<file path="src/rtl/dragon_body_pkg.sv">
// Shared encodings for the dragon body: tile/direction widths, facing codes and FSM states.
package dragon_body_pkg;

    localparam int TILE_W = 4;
    localparam int LOC_W  = 2 * TILE_W;
    localparam int DIR_W  = 3;

    typedef enum logic [DIR_W-1:0] {
        DIR_UP    = 3'd0,
        DIR_RIGHT = 3'd1,
        DIR_DOWN  = 3'd2,
        DIR_LEFT  = 3'd3
    } dir_e;

    typedef enum logic [1:0] {
        ST_INIT = 2'd0,
        ST_RUN  = 2'd1,
        ST_DEAD = 2'd2
    } state_e;

endpackage

</file>
<file path="src/rtl/dragon_body_tile_match.sv">
// dragon_tile_match: flags whether one tile equals any masked segment location (full 8-bit equality).
module dragon_tile_match
    import dragon_body_pkg::*;
#(
    parameter int MAX_SEG = 8
) (
    input  logic [LOC_W-1:0]         tile,
    input  logic [LOC_W*MAX_SEG-1:0] segs,
    input  logic [MAX_SEG-1:0]       mask,
    output logic                     hit
);

    always_comb begin
        hit = 1'b0;
        for (int i = 0; i < MAX_SEG; i++) begin
            if (mask[i] && (segs[LOC_W*i +: LOC_W] == tile)) begin
                hit = 1'b1;
            end
        end
    end

endmodule

</file>
<file path="src/rtl/dragon_body.sv">
// Dragon body: segment shift register following the head, length control, hit detection.
// Optional head-on-body death enabled by defining DRAGON_SELF_COLLISION_EN.
module dragon_body
    import dragon_body_pkg::*;
#(
    parameter int         MAX_SEG    = 8,
    parameter int         RESET_LEN  = 2,
    parameter logic [7:0] RESET_HEAD = 8'h77
) (
    input  logic                     frame_clk,
    input  logic                     rst,
    input  logic                     move,
    input  logic [LOC_W-1:0]         head_location,
    input  logic [DIR_W-1:0]         head_direction,
    input  logic                     grow,
    input  logic                     hurt,
    input  logic [LOC_W-1:0]         player_location,
    output logic [LOC_W*MAX_SEG-1:0] seg_location,
    output logic [DIR_W*MAX_SEG-1:0] seg_direction,
    output logic [MAX_SEG-1:0]       seg_valid,
    output logic [3:0]               body_length,
    output logic                     player_hit,
    output logic                     self_hit,
    output logic                     dead
);

    localparam logic [3:0] MAX_LEN   = 4'(MAX_SEG);
    localparam logic [3:0] START_LEN = 4'(RESET_LEN);

    state_e           state_q, state_next;
    logic [3:0]       length_q, length_next;
    logic             pending_q, pending_next;
    logic             shift, init_fill;
    logic [LOC_W-1:0] head_q;
    logic [DIR_W-1:0] dir_q;
    logic [LOC_W-1:0] seg_loc_q [MAX_SEG];
    logic [DIR_W-1:0] seg_dir_q [MAX_SEG];
    logic             player_match, player_hit_q;

    always_ff @(posedge frame_clk) begin
        if (rst) begin
            state_q   <= ST_INIT;
            length_q  <= START_LEN;
            pending_q <= 1'b0;
        end else begin
            state_q   <= state_next;
            length_q  <= length_next;
            pending_q <= pending_next;
        end
    end

    // Move, grow and hurt resolve in order: pending growth on the shift, then hurt, then new grow request.
    always_comb begin
        state_next   = state_q;
        length_next  = length_q;
        pending_next = pending_q;
        shift        = 1'b0;
        init_fill    = 1'b0;
        case (state_q)
            ST_INIT: begin
                init_fill  = 1'b1;
                state_next = ST_RUN;
            end
            ST_RUN: begin
                shift = move;
                if (move && pending_q) begin
                    if (length_next < MAX_LEN) length_next = length_next + 4'd1;
                    pending_next = 1'b0;
                end
                if (hurt && !grow) begin
                    if (length_next <= 4'd1) begin
                        length_next = 4'd0;
                        state_next  = ST_DEAD;
                    end else begin
                        length_next = length_next - 4'd1;
                    end
                end
                if (grow && !hurt && (length_next < MAX_LEN)) begin
                    pending_next = 1'b1;
                end
`ifdef DRAGON_SELF_COLLISION_EN
                if (self_hit) state_next = ST_DEAD;
`endif
            end
            ST_DEAD: begin
                state_next = ST_DEAD;
            end
            default: begin
                state_next = ST_INIT;
            end
        endcase
    end

    always_ff @(posedge frame_clk) begin
        if (rst) begin
            head_q <= RESET_HEAD;
            dir_q  <= DIR_UP;
        end else if (shift) begin
            head_q <= head_location;
            dir_q  <= head_direction;
        end
    end

    // Segments beyond body_length keep shifting so grown segments land on real trail tiles.
    always_ff @(posedge frame_clk) begin
        if (rst || init_fill) begin
            for (int i = 0; i < MAX_SEG; i++) begin
                seg_loc_q[i] <= RESET_HEAD;
                seg_dir_q[i] <= DIR_UP;
            end
        end else if (shift) begin
            seg_loc_q[0] <= head_q;
            seg_dir_q[0] <= dir_q;
            for (int i = 1; i < MAX_SEG; i++) begin
                seg_loc_q[i] <= seg_loc_q[i-1];
                seg_dir_q[i] <= seg_dir_q[i-1];
            end
        end
    end

    for (genvar i = 0; i < MAX_SEG; i++) begin : g_out
        assign seg_location[LOC_W*i +: LOC_W]  = seg_loc_q[i];
        assign seg_direction[DIR_W*i +: DIR_W] = seg_dir_q[i];
        assign seg_valid[i]                    = (4'(i) < length_q);
    end

    assign body_length = length_q;
    assign dead        = (state_q == ST_DEAD);

    logic player_seg_match;

    dragon_tile_match #(.MAX_SEG(MAX_SEG)) u_player_match (
        .tile (player_location),
        .segs (seg_location),
        .mask (seg_valid),
        .hit  (player_seg_match)
    );

    assign player_match = player_seg_match || (player_location == head_q);

    always_ff @(posedge frame_clk) begin
        if (rst) player_hit_q <= 1'b0;
        else     player_hit_q <= player_match;
    end

    assign player_hit = player_hit_q;

`ifdef DRAGON_SELF_COLLISION_EN
    // Compare the new head against the body as it will look after this move's shift.
    logic [LOC_W*MAX_SEG-1:0] shifted_loc;
    logic                     self_match, self_hit_q;

    assign shifted_loc[LOC_W-1:0] = head_q;
    for (genvar i = 1; i < MAX_SEG; i++) begin : g_shifted
        assign shifted_loc[LOC_W*i +: LOC_W] = seg_loc_q[i-1];
    end

    dragon_tile_match #(.MAX_SEG(MAX_SEG)) u_self_match (
        .tile (head_location),
        .segs (shifted_loc),
        .mask (seg_valid),
        .hit  (self_match)
    );

    always_ff @(posedge frame_clk) begin
        if (rst) self_hit_q <= 1'b0;
        else     self_hit_q <= (state_q == ST_RUN) && move && self_match;
    end

    assign self_hit = self_hit_q;
`else
    assign self_hit = 1'b0;
`endif

endmodule

</file>
<file path="config.mk">
export PLATFORM = sky130hd
export DESIGN_NAME = dragon_body
export DESIGN_NICKNAME = d
export VERILOG_FILES = /design/src/rtl/dragon_body_pkg.sv /design/src/rtl/dragon_body_tile_match.sv /design/src/rtl/dragon_body.sv
export SDC_FILE = /design/constraint.sdc
export NUM_CORES = 1
export LEC_CHECK = 0
export BUFFER_PORTS_ARGS = -buffer_cell sky130_fd_sc_hd__buf_2
export CORE_MARGIN = 2
export CORE_UTILIZATION = 30
export CTS_CLUSTER_SIZE = 24
export DETAILED_ROUTE_END_ITERATION = 7
export SLEW_MARGIN = 15
export SYNTH_ARGS = -nofsm -noshare
export SYNTH_HDL_FRONTEND = slang
export SYNTH_SLANG_ARGS = --single-unit
</file>
<file path="constraint.sdc">
create_clock -name frame_clk -period 3.8 [get_ports frame_clk]
set_input_delay 0.19 -clock frame_clk [delete_from_list [all_inputs] [get_ports frame_clk]]
set_output_delay 0.19 -clock frame_clk [all_outputs]
set_load 0.03 [all_outputs]
</file>
==> reports/metrics.csv, run 1 <==
stage,metric,value,unit
detailed_routing,vias_per_cell,4.74,
placement,place_ws,1.24,ns
timing,slew_headroom,0.393,
clock_tree,cts-root-buf,clkbuf_16,
synth,synth_warnings,0,
critical_path,crit_path_max_fanout,35,
critical_path,cp_cell_sequence,"inv_1, ha_1, nand2_1, nand2_4, buf_4",
global_route,globalRoute.totalOverflow,0,
critical_path,end_kind,flop,
layout,drive_above_1_share,0.291,
timing,fmax,393,MHz
placement,dp.cells,747,
placement,io_buffers,125,
detailed_routing,drtPass1Iterations,5,
synth,synthDistinctLibCells,40,
clock_tree,cts_sinks,107,
synth,async_flop_share,0,
clock_tree,holdBufCountCts,0,
synth,avgSynthCellArea,12.1,um^2
power,power_density,653,mW/mm^2
synth,yosysSeqAreaShare,0.585,
clock_tree,clkTransAtPathRegs,0.07,ns
layout,filler_cell_count,1665,
global_route,grt_pass1_vias,3602,
timing,hold_viol,0,
synth,synth_edf_count,88,
flow_run,max_cap_violations,0,
clock_tree,cts_max_level,3,
timing,fin_skew,0.00488,ns
timing,setup_violations,0,
critical_path,cp.arrival,2.58,ns
layout,fin_util,0.375,
die,start_util,0.309,
detailed_routing,met2_length,6090,um
global_route,grt_use_total,0.142,
layout,nets,569,
timing,final_max_slew_viol_count,0,
critical_path,required,3.84,ns
layout,area_delta_synth_final,21.3,%
layout,stdcell_count,763,
detailed_routing,met3_length,935,um
timing,setup_ws,1.25,ns
clock_tree,clk_latency,0.35,ns
die,die_x,135,um
clock_tree,cts_tree,done,
detailed_routing,wire_per_inst,17.1,um
timing,period_minus_slack,2.55,ns
synth,synth.net_count,457,
min_path,hp-class,input port to flop,
outcome,status,finished clean,
global_route,grt_pass1_wl,19600,um
timing,worstMarginPinSlew,0.902,ns
detailed_routing,dr_total_vias,3614,
clock_tree,cts_setup_buffers,0,
critical_path,cp_slowest_stage_delay,0.57,ns
die,die_area,0.0183,mm^2
placement,gp_congestion,0.791,
die,fp.dieH,135,um
critical_path,startpoint_type,flop,
placement,hpwl,9770,um
layout,layout_common_cells,"buf_2, edfxtp_1, xnor2_1, nand2b_1, xor2_1",
critical_path,slowest_stage,nand2_4,
timing,rsz0062_at_grt,false,
critical_path,worstSetupPathType,flop to flop,
timing,setup_tns,0,ns
power,p_leak,2.40,nW
synth,synth_area,0.00517,mm^2
synth,synth_seq_cells,107,
detailed_routing,top_layer,met4,
clock_tree,ctsResizeCount,0,
clock_tree,clk_path_buf_depth,2,
die,ioPinCount,127,
die,core-area,0.0167,mm^2
global_route,antenna_found_initial,0,
detailed_routing,wl_met1,5960,um
detailed_routing,wl,13100,um
die,rows,47,
layout,final_common_cell,buf_2,
synth,syn_inst,426,
detailed_routing,ant_nets,0,
timing,fin_crit_sh,0.670,
synth,ys.flop_type,edfxtp_1,
clock_tree,cts_inserted_buffers,9,
power,ir_drop,0.000350,V
global_route,grt_max_degree,42,
detailed_routing,dr.first_iter.drc_count,236,
layout,antenna_cells,0,
detailed_routing,drc,0,
[worst max-delay path: cells and delay by family (launching register included)]
family                   cells  cell delay, ns
adder cells (fa/ha/maj)      1            0.37
buffers and inverters        2            0.46
flip-flops                   1            0.33
AND/OR/NAND/NOR              2            1.06
[cell type report]
type                       count  area (um^2)  area share
clock inverter                 6         46.3     0.00739
inverter                       9         33.8     0.00539
sequential                   107         3020       0.482
multi-input combinational    281         1970       0.315
clock buffer                  10          239      0.0381
tap                          220          275      0.0439
timing repair buffer         130          676       0.108
[final timing paths]
kind / startpoint / endpoint / cells after the start / slack (ns)
setup reg to reg: state_q[1] / seg_dir_q[1][6] / 5 / 1.25
setup / recovery: state_q[1] / seg_dir_q[1][6] / 5 / 1.25
hold reg to reg: dir_q[2] / dir_q[2] / 2 / 0.46
hold / removal: head_location[6] / head_q[6] / 3 / 0.04
[sequential cells by signal (all words and copies together), names as in the netlist]
signal	cells
head_q	8
player_hit	1
seg_loc_q	64
dir_q	3
body_length	4
pending_q	1
state_q	2
seg_dir_q	24
[metal layers]
metal,up-vias,GRT usage
met2,140,0.233
met5,-,0
met4,0,0.0260
li1,1712,-
met1,1753,0.189
met3,9,0.0438
[logic make-up (layout without fill, tap and decap cells)]
kind of cell               Yosys count  in the layout  synth area share
and+or+nand+nor                    168            168             0.186
DFF                                107            107             0.585
xor gates and xnor gates            78             78             0.132
buffers and inverters               38            155            0.0358
AOI/OAI and AO/OA                   23             23            0.0358
adders and majority gates            7              7            0.0170
muxes                                4              4           0.00775
other                                1              1          0.000726
[stage by stage]
step	total power [mW]	cell area (um^2)	hold WS, ns
3_3_place_gp	3.20	5980	0.399
4_1_cts	4.14	6270	0.0277
6_report	4.09	6270	0.0406
5_1_grt	4.29	6270	0.0265
3_5_place_dp	3.23	5980	0.402
2_1_floorplan	2.80	5170	0.314
[cells in the mapped netlist (2+ instances only)]
library cell | n | area, um^2
a211oi_1 | 2 | 15.0
a21o_2 | 3 | 26.3
a21oi_1 | 8 | 40.0
a41oi_1 | 3 | 26.3
and2_1 | 11 | 68.8
and3_1 | 31 | 194
buf_2 | 10 | 50.1
buf_4 | 2 | 15.0
buf_6 | 3 | 33.8
clkbuf_1 | 13 | 48.8
dfxtp_1 | 19 | 380
edfxtp_1 | 88 | 2640
ha_1 | 7 | 87.6
inv_1 | 9 | 33.8
mux2i_1 | 4 | 40.0
nand2_1 | 29 | 109
nand2b_1 | 36 | 225
nand3_1 | 12 | 60.1
nand4_1 | 7 | 43.8
nand4b_1 | 2 | 17.5
nor2_1 | 7 | 26.3
nor3_1 | 5 | 25.0
nor4_1 | 10 | 62.6
or3_1 | 12 | 75.1
or3_2 | 2 | 15.0
xnor2_1 | 46 | 403
xor2_1 | 32 | 280
[report_power, final]
group          internal [mW]  leakage (nW)  switching (mW)  total, mW
registers               1.57         0.977           0.162       1.73
clock network          0.470         0.144           0.433      0.903
logic                  0.403          1.28            1.05       1.46
Power figures use the tool's default switching activity.
==> run 2, diff against run 1 <==
--- a/config.mk
+++ b/config.mk
@@ -5,6 +5,7 @@
 export SDC_FILE = /design/constraint.sdc
 export NUM_CORES = 1
 export LEC_CHECK = 0
+export ABC_AREA = 1
 export BUFFER_PORTS_ARGS = -buffer_cell sky130_fd_sc_hd__buf_2
 export CORE_MARGIN = 2
 export CORE_UTILIZATION = 30
==> constraint.sdc (replaced) <==
create_clock -name frame_clk -period 2.18 [get_ports frame_clk]
set_input_delay 0.109 -clock frame_clk [delete_from_list [all_inputs] [get_ports frame_clk]]
set_output_delay 0.109 -clock frame_clk [all_outputs]
set_load 0.03 [all_outputs]
==> run 2 against run 1 <==
  * Core utilization grew 0.41 points
  * Fmax grew 31%
  * Critical path depth grew 8
  * Count of clock-buffer cells in the layout grew 2
  * Final cell count grew 26%
  * Sequential cell count is the same
  * Hold slack gained 0.0021 ns
  * Sequential power grew 68%
  * Synthesized cell count grew 41%
  * Total power grew 69%
  * Synthesized area grew 3.8%
  * Clock skew grew 0.0034 ns
  * Critical endpoint is now state_q[1]
  * Largest cell class unchanged
==> reports/metrics.csv, run 2 <==
stage,metric,value,unit,change
detailed_routing,drc,0,,unchanged
min_path,hp-class,input port to flop,,
outcome,status,finished clean,,
layout,seqCellArea,0.00302,mm^2,about the same
timing,period_minus_slack,1.95,ns,-0.599 ns
global_route,grt_pass1_vias,3908,,+8.5%
clock_tree,cts_max_level,3,,unchanged
critical_path,crit_buf_inv,2,,unchanged
layout,filler_cell_count,1747,,+4.9%
global_route,globalRoute.totalOverflow,0,,unchanged
power,p_leak,2.83,nW,+18%
critical_path,startpoint_type,flop,,
timing,rsz0062_at_grt,false,,
critical_path,worstSetupPathType,flop to flop,,
detailed_routing,wire_per_inst,14.6,um,-15%
die,rows,48,,+2.1%
clock_tree,cts-root-buf,clkbuf_16,,
timing,fin_skew,0.00833,ns,+0.00345 ns
critical_path,crit_path_max_fanout,6,,-83%
global_route,grt_use_total,0.151,,+0.00868
critical_path,path_delay_family,adder cells,,
synth,synth_seq_cells,107,,unchanged
die,fp.dieH,138,um,+1.8%
placement,hpwl,10600,um,+8.9%
critical_path,cp.arrival,2.20,ns,-0.38 ns
die,die_x,138,um,+1.8%
critical_path,cp_cell_sequence,"inv_1, ha_1, nand2_1, o21ai_0, inv_1, ha_1, o21ai_0, nor2_2, nand3_2, and2_4, nand2_1, nand2_1, nor2_1",,
synth,synth_top_area_frac,0.493,,-0.0186
clock_tree,clkTransAtPathRegs,0.07,ns,about the same
synth,synthDistinctLibCells,28,,-30%
global_route,antenna_found_initial,0,,unchanged
detailed_routing,vias_per_cell,4.37,,-7.7%
layout,fin_util,0.379,,+0.00414
synth,synth_most_common_cell,nand2_1,,
timing,hold_ws,0.0427,ns,+0.00213 ns
power,power_density,1050,mW/mm^2,+61%
synth,ys_top_cells_by_area,"edfxtp_1, nand2_1, dfxtp_1, inv_1, nor2_1",,
timing,fmax,514,MHz,+31%
placement,io_buffers,125,,unchanged
synth,synth.largest_area_cell,edfxtp_1,,
synth,ys.flop_type,edfxtp_1,,
critical_path,cpMostUsedCell,nand2_1,,
critical_path,end_kind,flop,,
power,netSwitchingPower,2.74,mW,+66%
critical_path,cp_slowest_stage_delay,0.36,ns,-0.21 ns
global_route,grt_max_degree,57,,+36%
power,ir_drop,0.000606,V,+73%
power,combPwrFrac,0.350,,-0.006
synth,yosysSeqAreaShare,0.564,,-0.0213
clock_tree,clk_path_buf_depth,2,,unchanged
detailed_routing,dr_total_vias,4189,,+16%
flow_run,max_cap_violations,0,,unchanged
synth,synth.net_count,630,,+38%
timing,hold_viol,0,,unchanged
power,power,6.91,mW,+69%
power,cellInternalPower,4.17,mW,+71%
clock_tree,cts_tree,done,,
layout,largest_register,seg_loc_q,,
die,ioPinCount,127,,unchanged
layout,largest_reg_flops,64,,unchanged
power,clkPwrFrac,0.230,,+0.009
detailed_routing,dr.first_iter.drc_count,221,,-6.4%
synth,synth_edf_count,88,,unchanged
layout,reg_top3,"seg_loc_q x64, seg_dir_q x24, head_q x8",,
die,die_area,0.0190,mm^2,+3.7%
synth,synth_area,0.00536,mm^2,+3.8%
layout,antenna_cells,0,,unchanged
layout,final_common_cell,nand2_1,,
die,core-area,0.0174,mm^2,+3.9%
detailed_routing,drtPass1Iterations,4,,-1
timing,final_max_slew_viol_count,0,,unchanged
layout,layout_common_cells,"nand2_1, buf_2, inv_1, edfxtp_1, nor2_1",,
layout,nets,759,,+33%
synth,avgSynthCellArea,8.95,um^2,-26%
synth,synth_warnings,0,,unchanged
detailed_routing,wl,14000,um,+7.1%
synth,syn_inst,599,,+41%
clock_tree,cts_sinks,107,,unchanged
layout,multi_input_comb_area,0.00186,mm^2,-6.0%
timing,setup_violations,0,,unchanged
die,start_util,0.309,,-0.000439
synth,async_flop_share,0,,unchanged
placement,gp_congestion,0.832,,+5.1%
critical_path,required,2.43,ns,-1.41 ns
critical_path,slowest_stage,dfxtp_2,,
power,sw_frac_of_total,0.397,,-0.00587
timing,setup_tns,0,ns,unchanged
power,pwr-share-seq,0.421,,-0.002
layout,area_delta_synth_final,22.8,%,
global_route,grt_pass1_wl,21000,um,+7.0%
detailed_routing,ant_nets,0,,unchanged
synth,synth_commonest_cells,"nand2_1, inv_1, edfxtp_1",,
clock_tree,cts_inserted_buffers,9,,unchanged
timing,fin_crit_sh,0.893,,+0.223
clock_tree,clk_latency,0.35,ns,about the same
layout,drive_above_1_share,0.239,,-0.0522
==> run 2: cell count changes after synthesis, sizes merged, moves of 14 or more <==
cell | before | now
xnor2 | 46 | 22
xor2 | 32 | 6
nand2 | 29 | 169
or2 | 0 | 22
nor2 | 7 | 74
and3 | 31 | 0
nand2b | 36 | 0
or3 | 14 | 0
inv | 9 | 97
==> run 2: per-layer routing <==
layer | vias up | wire [um] | GRT usage
met2 | 115 | 6490 | 0.242
met1 | 1928 | 6310 | 0.198
met5 | - | 0 | 0
met3 | 14 | 972 | 0.0364
met4 | 0 | 231 | 0.0538
li1 | 2132 | - | -
==> run 2: logic make-up after synthesis <==
family / share of synthesized area
AND/OR/NAND/NOR: 0.252
buffers and inverters: 0.0915
flip-flops: 0.564
AO/OA/AOI/OAI: 0.0301
XOR/XNOR: 0.0457
adder cells (fa/ha/maj): 0.0163
other: 0.000699
==> run 2: final timing paths <==
path | startpoint | end | slack (ns) | cells after the start
setup / recovery | body_length[1] | state_q[1] | 0.23 | 13
hold / removal | head_direction[0] | dir_q[0] | 0.04 | 3
setup reg to reg | body_length[1] | state_q[1] | 0.23 | 13
hold reg to reg | dir_q[2] | dir_q[2] | 0.46 | 2
==> run 2: layout make-up <==
cell class	count	share of cell area
flip-flops and latches	107	0.459
multi-input cells	373	0.282
repair buffers	140	0.118
inverters	97	0.0553
well taps	225	0.0428
clock buffers	12	0.0391
clock inverters	4	0.00361
==> run 2: worst reg2reg max path, delay by kind of cell (launching register included) <==
| family | cells | cell delay (ns) |
|---|---|---|
| adder cells (fa/ha/maj) | 2 | 0.49 |
| flip-flops | 1 | 0.36 |
| AND/OR/NAND/NOR | 7 | 0.49 |
| AO/OA/AOI/OAI | 2 | 0.31 |
| buffers and inverters | 2 | 0.20 |
==> run 2: through the flow <==
step | instances | setup slack, ns | cell area, um^2
floorplan | 599 | 0.0266 | 5370
global placement | 936 | 0.228 | 6240
detailed placement | 936 | 0.189 | 6240
CTS | 958 | 0.176 | 6580
global route | 958 | 0.00349 | 6590
finish | 958 | 0.233 | 6590
==> run 2: power by group through the flow <==
stage	Combinational, mW	Sequential [mW]	Clock (mW)
6_report	2.42	2.91	1.59
3_5_place_dp	2.44	2.96	0
5_1_grt	2.63	2.97	1.71
2_1_floorplan	1.10	3.50	0
4_1_cts	2.45	2.91	1.63
3_3_place_gp	2.42	2.95	0
==> run 2: what timing repair did <==
item,4_1_cts,5_1_grt
resized for setup,0,1
hold buffers,6,0
buffers inserted,0,0
endpoints found under the setup margin,0,4
endpoints found under the hold margin,6,0
